[config.mk]
export PLATFORM = sky130hd
export DESIGN_NAME = seller_ctrl
export DESIGN_NICKNAME = d
export VERILOG_FILES = /design/src/rtl/seller_pkg.sv /design/src/rtl/seller_payout.sv /design/src/rtl/seller_ctrl.sv
export SDC_FILE = /design/constraint.sdc
export NUM_CORES = 1
export LEC_CHECK = 0
export ABC_AREA = 1
export BUFFER_PORTS_ARGS = -buffer_cell sky130_fd_sc_hd__buf_2
export CELL_PAD_IN_SITES_DETAIL_PLACEMENT = 0
export CELL_PAD_IN_SITES_GLOBAL_PLACEMENT = 1
export CORE_ASPECT_RATIO = 0.9
export CORE_UTILIZATION = 47
export CTS_BUF_LIST = sky130_fd_sc_hd__clkbuf_8
export DETAILED_ROUTE_END_ITERATION = 8
export PLACE_DENSITY_LB_ADDON = 0.1
export SYNTH_ARGS = -nofsm -noshare
export SYNTH_HDL_FRONTEND = slang
export SYNTH_SLANG_ARGS = --single-unit
[constraint.sdc]
create_clock -name clk -period 2.5 [get_ports clk]
set_input_delay 0 -clock clk [delete_from_list [all_inputs] [get_ports clk]]
set_output_delay 0 -clock clk [all_outputs]
set_load 0.02 [all_outputs]
[src/rtl/seller_pkg.sv]
// Shared definitions for the seller vending-machine controller.
// Holds the FSM state encoding, coin unit values and the system clock rate.
// Coin-to-unit conversion is kept here so every user agrees on the weighting.
package seller_pkg;

  typedef enum logic [1:0] {
    COLLECT  = 2'd0,
    DISPENSE = 2'd1,
    PAYOUT   = 2'd2
  } state_t;

  localparam int HALF_UNIT = 1;
  localparam int ONE_UNIT  = 2;
  localparam int CLK_HZ    = 50_000_000;

  // Units credited for the coin pulses seen in one cycle (0..3).
  function automatic logic [1:0] coin_units(input logic half, input logic one);
    logic [1:0] u;
    u = 2'd0;
    if (half) u = u + 2'(HALF_UNIT);
    if (one)  u = u + 2'(ONE_UNIT);
    return u;
  endfunction

endpackage

[src/rtl/seller_payout.sv]
// Pacer for change/refund pulses: a load starts a GAP-1 cycle quiet period.
// Latency: o_busy rises the cycle after i_load and falls GAP-1 cycles later.
// Backpressure: none; a load while busy simply restarts the gap.
module seller_payout
  import seller_pkg::*;
#(
  parameter int GAP = 25_000_000
) (
  input  logic clk,
  input  logic rst_n,
  input  logic i_load,
  output logic o_busy
);

  // Sized so GAP-1 always fits, including GAP == 1.
  localparam int CW = $clog2(GAP + 1);

  logic [CW-1:0] r_gap_cnt;

  // Load the gap on a pulse, otherwise count down to zero and rest there.
  always_ff @(posedge clk or negedge rst_n) begin
    if (!rst_n) begin
      r_gap_cnt <= '0;
    end else if (i_load) begin
      r_gap_cnt <= CW'(GAP - 1);
    end else if (r_gap_cnt != '0) begin
      r_gap_cnt <= r_gap_cnt - CW'(1);
    end
  end

  assign o_busy = (r_gap_cnt != '0);

endmodule

[src/rtl/seller_ctrl.sv]
// Vending transaction controller: collect coins, dispense via timer, pay change.
// Latency: every output is registered, one cycle after the inputs that cause it.
// Backpressure: coins outside COLLECT (or overflowing MAX_BAL) are rejected.
module seller_ctrl
  import seller_pkg::*;
#(
  parameter int PRICE   = 5,
  parameter int MAX_BAL = 15,
  parameter int BAL_W   = 4,
  parameter int GAP     = 25_000_000
) (
  input  logic             clk,
  input  logic             rst_n,
  input  logic             coin_half,
  input  logic             coin_one,
  input  logic             cancel,
  input  logic             t_end,
  output logic             t_rst_n,
  output logic             dispense,
  output logic             change_pulse,
  output logic             coin_reject,
  output logic [BAL_W-1:0] balance,
  output logic             busy
);

  // Overflow test is done two bits wider so balance + 3 can never wrap,
  // even for a parameter set where BAL_W only just holds MAX_BAL.
  localparam logic [BAL_W+1:0] LP_MAX_W   = (BAL_W + 2)'(MAX_BAL);
  localparam logic [BAL_W+1:0] LP_PRICE_W = (BAL_W + 2)'(PRICE);
  localparam logic [BAL_W-1:0] LP_PRICE   = BAL_W'(PRICE);

  state_t           r_state, w_state_nxt;
  logic [BAL_W-1:0] r_balance, w_bal_nxt;
  logic             r_t_rst_n, w_trst_nxt;
  logic             r_dispense, w_disp_nxt;
  logic             r_change, w_chg_nxt;
  logic             r_reject, w_rej_nxt;
  logic             r_busy;
  logic             r_first, w_first_nxt;
  logic             w_load;
  logic             w_pace_busy;
  logic [1:0]       w_add;
  logic [BAL_W-1:0] w_nb;
  logic [BAL_W+1:0] w_nb_wide;
  logic             w_any_coin;

  assign w_add      = coin_units(coin_half, coin_one);
  assign w_any_coin = coin_half | coin_one;
  assign w_nb       = r_balance + BAL_W'(w_add);
  assign w_nb_wide  = {2'b00, r_balance} + {{BAL_W{1'b0}}, w_add};

  seller_payout #(.GAP(GAP)) u_payout (
    .clk    (clk),
    .rst_n  (rst_n),
    .i_load (w_load),
    .o_busy (w_pace_busy)
  );

  // Next state and next registered outputs; everything holds unless changed.
  always_comb begin
    w_state_nxt = r_state;
    w_bal_nxt   = r_balance;
    w_trst_nxt  = r_t_rst_n;
    w_disp_nxt  = r_dispense;
    w_chg_nxt   = 1'b0;
    w_rej_nxt   = 1'b0;
    w_first_nxt = 1'b0;
    w_load      = 1'b0;
    unique case (r_state)
      COLLECT: begin
        if ((w_add != 2'd0) && (w_nb_wide > LP_MAX_W)) begin
          w_rej_nxt = 1'b1;
        end else if (cancel && (w_nb != '0)) begin
          // Refund takes priority even if this coin reached the price.
          w_bal_nxt   = w_nb;
          w_state_nxt = PAYOUT;
        end else if (w_nb_wide >= LP_PRICE_W) begin
          w_bal_nxt   = w_nb - LP_PRICE;
          w_state_nxt = DISPENSE;
          w_trst_nxt  = 1'b0;
          w_disp_nxt  = 1'b1;
          w_first_nxt = 1'b1;
        end else begin
          w_bal_nxt = w_nb;
        end
      end
      DISPENSE: begin
        w_rej_nxt = w_any_coin;
        // The timer still shows its previous t_end on our first cycle.
        if (!r_first && t_end) begin
          w_trst_nxt  = 1'b1;
          w_disp_nxt  = 1'b0;
          w_state_nxt = (r_balance != '0) ? PAYOUT : COLLECT;
        end
      end
      PAYOUT: begin
        w_rej_nxt = w_any_coin;
        if (!w_pace_busy) begin
          if (r_balance != '0) begin
            w_chg_nxt = 1'b1;
            w_bal_nxt = r_balance - BAL_W'(1);
            w_load    = 1'b1;
          end else begin
            w_state_nxt = COLLECT;
          end
        end
      end
      default: begin
        w_state_nxt = COLLECT;
      end
    endcase
  end

  // State and output registers, all cleared asynchronously.
  always_ff @(posedge clk or negedge rst_n) begin
    if (!rst_n) begin
      r_state    <= COLLECT;
      r_balance  <= '0;
      r_t_rst_n  <= 1'b1;
      r_dispense <= 1'b0;
      r_change   <= 1'b0;
      r_reject   <= 1'b0;
      r_busy     <= 1'b0;
      r_first    <= 1'b0;
    end else begin
      r_state    <= w_state_nxt;
      r_balance  <= w_bal_nxt;
      r_t_rst_n  <= w_trst_nxt;
      r_dispense <= w_disp_nxt;
      r_change   <= w_chg_nxt;
      r_reject   <= w_rej_nxt;
      r_busy     <= (w_state_nxt != COLLECT);
      r_first    <= w_first_nxt;
    end
  end

  assign t_rst_n      = r_t_rst_n;
  assign dispense     = r_dispense;
  assign change_pulse = r_change;
  assign coin_reject  = r_reject;
  assign balance      = r_balance;
  assign busy         = r_busy;

endmodule

# Word level (Yosys, flattened, before mapping)

Cells that the tools add are included.
W data, S select, Z words.

Add/sub/neg operators: 6
$mul: 0
Divide/modulo/power cells: 0
$lt $le $gt $ge: 2
Equality and inequality tests: 8
Shift operators: 0
Muxes and demuxes: 37
Bitwise operators: 1
Reductions and logical operators: 16

Operators by type and width:

| cell                    | number |
|---|---|
| $mux W25                | 2 |
| $reduce_bool A25 Y1     | 1 |
| $sub A25 B1 Y25 const B | 1 |
| $mux W4                 | 5 |
| $mux W1                 | 17 |
| $mux W2                 | 8 |
| $ne A2 B2 Y1 const B    | 6 |
| $reduce_bool A2 Y1      | 5 |
| $pmux W4 S2             | 1 |
| $reduce_bool A4 Y1      | 2 |
| $pmux W1 S2             | 3 |
| $pmux W2 S3             | 1 |
| $add A4 B2 Y5           | 1 |
| $ge A5 B3 Y1 const B    | 1 |
| $gt A5 B4 Y1 const B    | 1 |
| $reduce_and A5 Y1       | 1 |
| $add A4 B2 Y4           | 1 |
| $reduce_and A4 Y1       | 1 |
| $sub A4 B1 Y4 const B   | 1 |
| $sub A4 B3 Y4 const B   | 1 |
| $logic_and A1 B1 Y1     | 3 |
| $add A2 B2 Y2 const B   | 1 |
| $eq A2 B1 Y1 const B    | 1 |
| $eq A2 B2 Y1 const B    | 1 |
| 4 further kinds         | 4 |

Bits in registers: 37
Latch bits: 0
Memory bits (writable): 0
Bits in read-only memories: 0
Input port bits: 6
Output and inout bits: 9
Word-level logic and storage cells: 79
Memories kept: 0

# Longest topological paths before layout

Gate-level depths: netlist (run 1).

Depth after elaboration: 10
Mapped depth: 15
Mapped depth without buffers: 15

# Modules after synthesis

A second synthesis (run 1) with hierarchy kept.

Cell total of the unflattened synthesis: 391
Area total of the unflattened synthesis: 2801.4 sq um

By module, submodules not included:

| module        | instances | cells each | area each (sq um) | sequential area each (sq um) |
|---|---|---|---|---|
| seller_payout | 1         | 251        | 1749.2            | 625.6 |
| seller_ctrl   | 1         | 140        | 1052.3            | 301.5 |

# Least setup slack after synthesis (run 1)

No wires, ideal clock.

Path kind: flip-flop to flip-flop
From: register r_balance[0] (netlist: balance[0])
To: register r_busy (netlist: busy)
Setup time: 118 ps
Arrival: 2198 ps
Required time: 2382 ps
Setup slack: 184 ps
Stages on the path, launching flop included: 15
Path buffers: 0
Clock period less this slack: 2316 ps
Path through: dfrtp_1 ha_1 fa_1 inv_1 ha_1 nand3_1 nand2_1 inv_1 nand3_2 nand2_2 inv_1 nand3_1 nand3_1 nand2_1 nand2_1

Longest elaborated chain between the ends: 7
Elaborated cells on any way between the ends: 17
Classes of those cells: 2 x add/sub; 2 x order compare; 8 x mux; 5 x reduce/logical

Ends and longest elaborated chain:

| what                                               | RTL line                             | text |
|---|---|---|
| start, declared                                    | seller_ctrl.sv:33                    | `logic [BAL_W-1:0] r_balance, w_bal_nxt;` |
| start signal, assigned                             | seller_ctrl.sv:127                   | `r_balance <= w_bal_nxt;` |
| $add A4 B2 Y5 or $add A4 B2 Y4 (tied branches)     | seller_ctrl.sv:50, seller_ctrl.sv:49 |  |
| $ge A5 B3 Y1 or $reduce_bool A4 Y1 (tied branches) | seller_ctrl.sv:77, seller_ctrl.sv:73 |  |
| $mux W2 or $logic_and A1 B1 Y1 (tied branches)     | seller_ctrl.sv:77, seller_ctrl.sv:73 |  |
| $mux W2                                            | seller_ctrl.sv:73                    | `end else if (cancel && (w_nb != '0)) begin` |
| $mux W2                                            | seller_ctrl.sv:71                    | `if ((w_add != 2'd0) && (w_nb_wide > LP_MAX_W)) begin` |
| $pmux W2 S3 (*)                                    | seller_ctrl.sv:69                    | `unique case (r_state)` |
| $reduce_bool A2 Y1 (*)                             | seller_ctrl.sv:132                   | `r_busy <= (w_state_nxt != COLLECT);` |
| end signal, assigned                               | seller_ctrl.sv:132                   |  |
| end, declared                                      | seller_ctrl.sv:38                    | `logic r_busy;` |

Every way passes the cells marked *; elsewhere a longest branch is shown, timed or not.
A chain may end at the register's enable or synchronous reset.

# Final worst setup path (run 1)

Same ends and word-level chain as after synthesis.

==> impl_metrics.ini, run 1 <==
[pwr]
p_leak_nw = 1.53
power_density_mw_per_mm2 = 1220
ir_drop_v = 0.000667

[drt]
antenna_left = 0
drc = 0
wl_per_cell_um = 13.5
vias_per_cell = 5.04
drt_pre_antenna_iters = 4
route.vias.total = 2227
routed_wirelength_um = 5980
drtIter0Drc = 154

[cts]
cts.clk_slew.worst_paths_ns = 0.07
numCtsBuffers = 5
root_buffer = clkbuf_8
cts_tree = done
clockBufferDepth = 2
cts.sinks = 37
clock_latency_ns = 0.29
cts-htree-levels = 2

[synth]
synth_common_cells = 81 x nand2_1, 50 x inv_1, 40 x nor2_1
synth.avg_cell_area_um2 = 7.37
synth_edf_count = 0
yosys.cell_types.count = 36
syn_inst = 350
yosysTopAreaCell = dfrtp_1
yosysMostFrequentCell = nand2_1
synth_seq_cells = 37
synth_area_leaders = dfrtp_1 35%, nand2_1 12%, inv_1 7.3%
syn_area_mm2 = 0.00258
syn_nets = 368
yosysWarningCount = 0
ys_seq_area_frac = 0.359
ys.flop_type = dfrtp_1
synthArstFlopShare = 1.00
synth_top_area_share = 0.349

[critical_path]
cp_num_buf_inv = 3
arrival_ns = 2.57
required_ns = 2.68
endpoint_kind = flip-flop
start_kind = flip-flop
crit_fanout = 5
cp_top_family = adder cells
worst-setup-path-type = reg -> reg
crit_slowest_cell = fa_2
cpPeakStageDelay_ns = 0.62
crit_chain = ha_4 > fa_2 > inv_2 > ha_1 > nand3_1 > nand2_1 > inv_2 > nand3_4 > nand2_4 > inv_1 > nand3_1 > nand3_1 > nand2_1 > nand2_1

[global_route]
antenna_found_initial = 0
grt_max_degree = 38
grt_pass1_wl_um = 10200
track_usage = 0.230
grt_pass1_vias = 2015
grt_overflow_total = 0

[cells_and_area]
num-nets-final = 392
areaGrowthSynthToFinish_pct = 11.8
stdcell_count = 442
n_antenna_cell = 0
drive_above_1_share = 0.205

[floorplanning]
start_util = 0.491
die_h_um = 72.3
ios = 15
core_area_mm2 = 0.00526
num_rows = 25
die_w_um = 80.1
dieArea_mm2 = 0.00579

[status]
outcome = complete, no violations

[placed_design]
numPortBuffers = 14
hpwlAfterDp_um = 4640
gp_congestion = 0.911
dpl.cell_count = 432

[sta]
slew_viol_final = 0
relSlewSlack = 0.434
max_freq_mhz = 419
hold_slack_ns = 0.224
hold_viol = 0
tns_ns = 0
finalCritPeriodShare = 0.954
rsz0062_at_grt = false
finalCriticalPeriod_ns = 2.39
setup_viol = 0
clock-skew-final_ns = 0.00533
tightest_slew_ns = 0.849

[min_path]
hp-class = in -> reg

[job]
cap_violations = 0
==> timing repair <==
action                     in CTS  in global routing
setup endpoints to repair       0                  9
hold buffers                    1                  0
setup buffers                   0                  1
hold endpoints to repair       36                  0
resized for setup               0                 11
==> worst paths after layout <==
path / start / endpoint / slack [ns] / cells past startpoint
min reg2reg: t_rst_n / t_rst_n / 0.48 / 2
min: coin_half / coin_reject / 0.22 / 4
max: balance[0] / busy / 0.11 / 14
min in group asynchronous: rst_n / u_payout.r_gap_cnt[7] / 0.34 / 2
max reg2reg: balance[0] / busy / 0.11 / 14
max in group asynchronous: rst_n / r_state[0] / 1.61 / 2
==> flip-flops by register name, summed over array words and instances, names as in the netlist <==
register / count
t_rst_n: 1
coin_reject: 1
busy: 1
r_first: 1
dispense: 1
u_payout.r_gap_cnt: 25
balance: 4
change_pulse: 1
r_state: 2
==> tightest hold or removal path: stages <==
cell and delay (ns):
buf_2 0.11, or2_2 0.17, nand2_1 0.06, a21oi_1 0.13
==> kinds of logic (layout without fill, tap and decap cells) <==
logic type,count (synthesis),in the layout,share of synthesized area
xor+xnor,12,12,0.0407
fa+ha+maj,12,12,0.0611
compound gates,27,27,0.0596
buf+inv,61,86,0.0906
simple gates,201,201,0.389
flops,37,37,0.359
==> metal layers <==
layer	up-vias	routed length (um)	global-route usage
met5	-	0	0
met4	0	27	0.0476
met3	2	312	0.0415
met2	47	2460	0.318
met1	1022	3180	0.368
li1	1156	-	-
==> final cells by class <==
cell class	instances	area (um2)
well taps	67	83.8
inverters	61	234
multi-input cells	252	1460
clock inverters	2	7.51
clock buffers	6	82.6
flip-flops and latches	37	927
fillers	517	2370
repair buffers	17	95.1
==> through the flow <==
step | area, um2 | setup slack, ns | total power, mW | utilization
after CTS | 2840 | 0.0208 | 3.42 | 0.541
after floorplan | 2580 | 0.184 | 2.52 | -
final | 2890 | 0.115 | 3.52 | 0.549
after global routing | 2890 | 0.00976 | 3.87 | 0.549
after detailed placement | 2740 | 0.0483 | 2.98 | 0.522
after global placement | 2740 | 0.131 | 2.95 | 0.522
==> cells in the final DEF (no fill, tap or decap), types with 10 or more instances in the layout <==
cell,instances
nor2_1,39
inv_2,13
dfrtp_1,36
o21ai_0,10
buf_2,14
inv_1,49
nand2_1,80
nand3_1,33
nand2_2,11
==> report_power, final <==
group          internal, mW  switching (mW)  total (mW)
registers             0.838           0.272        1.11
clock network         0.217           0.218       0.435
logic                 0.715            1.26        1.97
No activity file was read; power rests on OpenSTA's default activity.
==> run 2, diff against run 1 <==
- RECOVER_POWER: unset -> 100
==> impl_metrics.ini, run 2 (synthesized netlist as in run 1, its figures left out) <==
[cts]
cts_tree = done
cts-htree-levels = 2
cts.sinks = 37
numCtsBuffers = 5
clock_latency_ns = 0.29
clockBufferDepth = 2
cts.clk_slew.worst_paths_ns = 0.07
root_buffer = clkbuf_8

[sta]
rsz0062_at_grt = false
setup_viol = 0
slew_viol_final = 38
tightest_slew_ns = 2.01
finalCriticalPeriod_ns = 2.38
setup_slack_ns = 0.123
hold_viol = 0
max_freq_mhz = 421
clock-skew-final_ns = 0.00648
relSlewSlack = -0.339
finalCritPeriodShare = 0.951
tns_ns = 0

[status]
violations = max-capacitance violations, max-slew violations
outcome = finished, violations left

[drt]
drtIter0Drc = 118
antenna_left = 0
routed_wirelength_um = 6010
wl_per_cell_um = 13.6
vias_per_cell = 5.06
drc = 0
route.vias.total = 2238
drt_pre_antenna_iters = 5

[cells_and_area]
largest_reg_flops = 25
final_cell_mix = 81 x nand2_1, 50 x inv_1, 40 x nor2_1
drive_above_1_share = 0.160
final_common_cell = nand2_1
areaGrowthSynthToFinish_pct = 10.1
num-nets-final = 392
fin_util = 0.541
top_register = u_payout.r_gap_cnt
n_antenna_cell = 0

[global_route]
track_usage = 0.230
grt_pass1_vias = 2015
antenna_found_initial = 0
grt_overflow_total = 0
grt_max_degree = 38
grt_pass1_wl_um = 10200

[job]
cap_violations = 1

[critical_path]
cpMostUsedCell = nand2_1
arrival_ns = 2.56
crit_path_start = balance[0]
start_kind = flip-flop
crit_fanout = 7
required_ns = 2.68
regToRegStartpoint = balance[0]
cp_num_buf_inv = 3
cp_top_family = adder cells
worst-setup-path-type = reg -> reg
crit_chain = ha_4 > fa_2 > inv_2 > ha_1 > inv_2 > nor2_1 > nand2_1 > nand2_4 > nand2_4 > inv_1 > nand3_1 > nand3_1 > nand2_1 > nand2_1
crit_slowest_cell = fa_2
cpPeakStageDelay_ns = 0.62
endpoint_kind = flip-flop

[min_path]
hp-class = in -> reg
worstHoldStart = coin_half

[pwr]
p_total_mw = 3.48
p_leak_nw = 1.49
power_density_mw_per_mm2 = 1220
ir_drop_v = 0.000651

[placed_design]
gp_congestion = 0.911
numPortBuffers = 14
place_ws_ns = 0.0483
hpwlAfterDp_um = 4640

[floorplanning]
core_area_mm2 = 0.00526
start_util = 0.491
ios = 15
num_rows = 25
dieArea_mm2 = 0.00579
die_w_um = 80.1
die_h_um = 72.3
==> run 2: worst paths after layout <==
path / slack, ns / cells past startpoint / end
hold reg to reg: 0.48 / 2 / t_rst_n
max in group asynchronous: 0.53 / 2 / coin_reject
hold / removal: 0.23 / 4 / coin_reject
min in group asynchronous: 0.81 / 2 / u_payout.r_gap_cnt[7]
setup / recovery: 0.12 / 14 / busy
setup reg to reg: 0.12 / 14 / busy
==> run 2: tightest hold or removal path, delay by kind of cell <==
family	cells	cell delay, ns
buffers and inverters	1	0.11
and+or+nand+nor	2	0.23
AOI/OAI and AO/OA	1	0.13
==> run 2: what timing repair did <==
item,CTS,global route
endpoints found under the hold margin,36,0
hold buffers,1,0
buffers inserted,0,1
resized for setup,0,11
setup endpoints to repair,0,9
==> run 2: cell type report <==
class | instances | area, um2
well taps | 67 | 83.8
multi-input cells | 252 | 1430
flip-flops and latches | 37 | 927
repair buffers | 17 | 78.8
clock inverters | 2 | 7.51
clock buffers | 6 | 82.6
inverters | 61 | 234
fillers | 528 | 2410
==> run 2: metrics by stage <==
| step | hold slack [ns] | cells | instance area (um2) |
|---|---|---|---|
| 4_1_cts | 0.183 | 441 | 2840 |
| 3_5_place_dp | 0.160 | 432 | 2740 |
| 2_1_floorplan | -0.296 | 350 | 2580 |
| 5_1_grt | 0.254 | 442 | 2840 |
| 3_3_place_gp | 0.156 | 432 | 2740 |
| 6_report | 0.229 | 442 | 2840 |
==> run 2: power by group <==
group	total, mW	internal [mW]	switching, mW
clock network	0.432	0.217	0.215
logic	1.93	0.694	1.24
registers	1.11	0.838	0.273
total	3.48	1.75	1.73
==> run 2: metal layers <==
metal,part of all wire,GRT usage
met2,0.41,0.318
met5,0,0
met4,0.0073,0.0476
met3,0.037,0.0415
met1,0.55,0.368
==> run 3, diff against run 2 <==
- BUFFER_PORTS_ARGS: -buffer_cell sky130_fd_sc_hd__buf_2 -> -buffer_cell sky130_fd_sc_hd__buf_4
- PLACE_DENSITY: unset -> 0.89
- PLACE_DENSITY_LB_ADDON: 0.1 -> unset
==> impl_metrics.ini, run 3 (synthesized netlist as in run 1, its figures left out) <==
[global_route]
grtUsageMet1 = 0.347
grt_use_met3 = 0.0390
grt_overflow_total = 0
grt_max_degree = 38
track_usage = 0.224
grt_pass1_wl_um = 9980
met2_usage = 0.327
grt.busiest_layer = met1
grt_pass1_vias = 2143
antenna_found_initial = 0

[pwr]
p_leak_nw = 1.51
ir_drop_v = 0.000523
power_density_mw_per_mm2 = 1240
p_total_mw = 3.54

[min_path]
hp-class = in -> reg
hold_depth = 6
worstHoldStart = cancel

[sta]
tns_ns = 0
setup_viol = 0
max_freq_mhz = 427
tightest_slew_ns = 0.946
finalCritPeriodShare = 0.936
relSlewSlack = 0.370
finalCriticalPeriod_ns = 2.34
clock-skew-final_ns = 0.0111
hold_viol = 0
slew_viol_final = 0

[critical_path]
start_kind = flip-flop
critical_path_depth = 14
worst-setup-path-type = reg -> reg
cpPeakStageDelay_ns = 0.61
crit_slowest_cell = fa_2
required_ns = 2.68
endpoint_kind = flip-flop
crit_path_start = balance[0]
cp_top_family = adder cells
cp_num_buf_inv = 3
regToRegStartpoint = balance[0]
crit_chain = ha_2 > fa_2 > inv_1 > ha_1 > inv_1 > nor2_1 > nand2_1 > nand2_4 > nand2_4 > inv_1 > nand3_1 > nand3_1 > nand2_1 > nand2_1
crit_fanout = 7
ff2ff_path_depth = 14
arrival_ns = 2.52

[cells_and_area]
drive_above_1_share = 0.152
postLayoutCellArea_mm2 = 0.00287
fin_util = 0.545
largest_reg_flops = 25
num-nets-final = 393
final_common_cell = nand2_1
final_cell_mix = 82 x nand2_1, 51 x inv_1, 42 x nor2_1
areaGrowthSynthToFinish_pct = 11.0
top_register = u_payout.r_gap_cnt
stdcell_count = 443
n_antenna_cell = 0

[floorplanning]
num_rows = 25
start_util = 0.491
ios = 15
core_area_mm2 = 0.00526
dieArea_mm2 = 0.00579
die_h_um = 72.3
die_w_um = 80.1

[cts]
cts_tree = done
root_buffer = clkbuf_8
numCtsBuffers = 5
cts.sinks = 37
cts-htree-levels = 2
clockBufferDepth = 2
cts.clk_slew.worst_paths_ns = 0.08
clock_latency_ns = 0.29

[placed_design]
numPortBuffers = 14
dpl.cell_count = 432
gp_congestion = 0.965
postPlaceCellArea_mm2 = 0.00278
hpwlAfterDp_um = 4420

[drt]
vias_per_cell = 5.00
drtIter0Drc = 159
wl_per_cell_um = 12.8
route.vias.total = 2216
routed_wirelength_um = 5670
drt_pre_antenna_iters = 4
drc = 0
antenna_left = 0

[job]
cap_violations = 0

[status]
outcome = complete, no violations
## run 3: changes by cell type in the layout (fill, tap and decap cells not counted), moves of 2 or more
cell and change:
nor2_2 -3, inv_2 -2, clkbuf_1 -2, buf_2 -4, nor2_1 +2, buf_4 +6
## run 3: path summary, 6_finish.rpt
check / end / slack (ns)
max: busy / 0.16
min in group asynchronous: u_payout.r_gap_cnt[4] / 0.39
max in group asynchronous: u_payout.r_gap_cnt[15] / 1.52
min: balance[2] / 0.19
max reg2reg: busy / 0.16
min reg2reg: t_rst_n / 0.49
## run 3: area by class of cell
type / count / area [um2]
timing repair buffer: 18 / 101
multi-input combinational: 252 / 1400
inverter: 61 / 234
clock inverter: 2 / 33.8
fill: 535 / 2390
clock buffer: 6 / 82.6
tap: 67 / 83.8
sequential: 37 / 927
## run 3: what timing repair did
item | CTS | global route
hold buffers | 1 | 0
gates resized for setup | 0 | 6
setup endpoints to repair | 0 | 9
endpoints found under the hold margin | 36 | 0
setup buffers | 0 | 2
## run 3: metrics by stage
step	setup WS (ns)	hold WS, ns
floorplan	0.184	-0.296
global placement	0.126	-0.00420
detailed placement	0.0610	0.00284
CTS	0.0454	0.177
global route	-0.000253	0.219
finish	0.160	0.195
## run 3: metal layers
layer	vias up	routed length, um
met2	40	2300
met5	-	0
met1	1020	3110
met3	4	223
met4	0	35
li1	1152	-
## run 3: power by group
part	switching, mW	internal (mW)
Sequential	0.254	0.837
Clock	0.213	0.321
Combinational	1.22	0.697
## run 3: worst min-delay path, cell delays in order
cell and delay (ns):
buf_4 0.10, nand2_4 0.08, nand3_1 0.07, nand2_1 0.05
nand3_1 0.08, a21oi_2 0.05
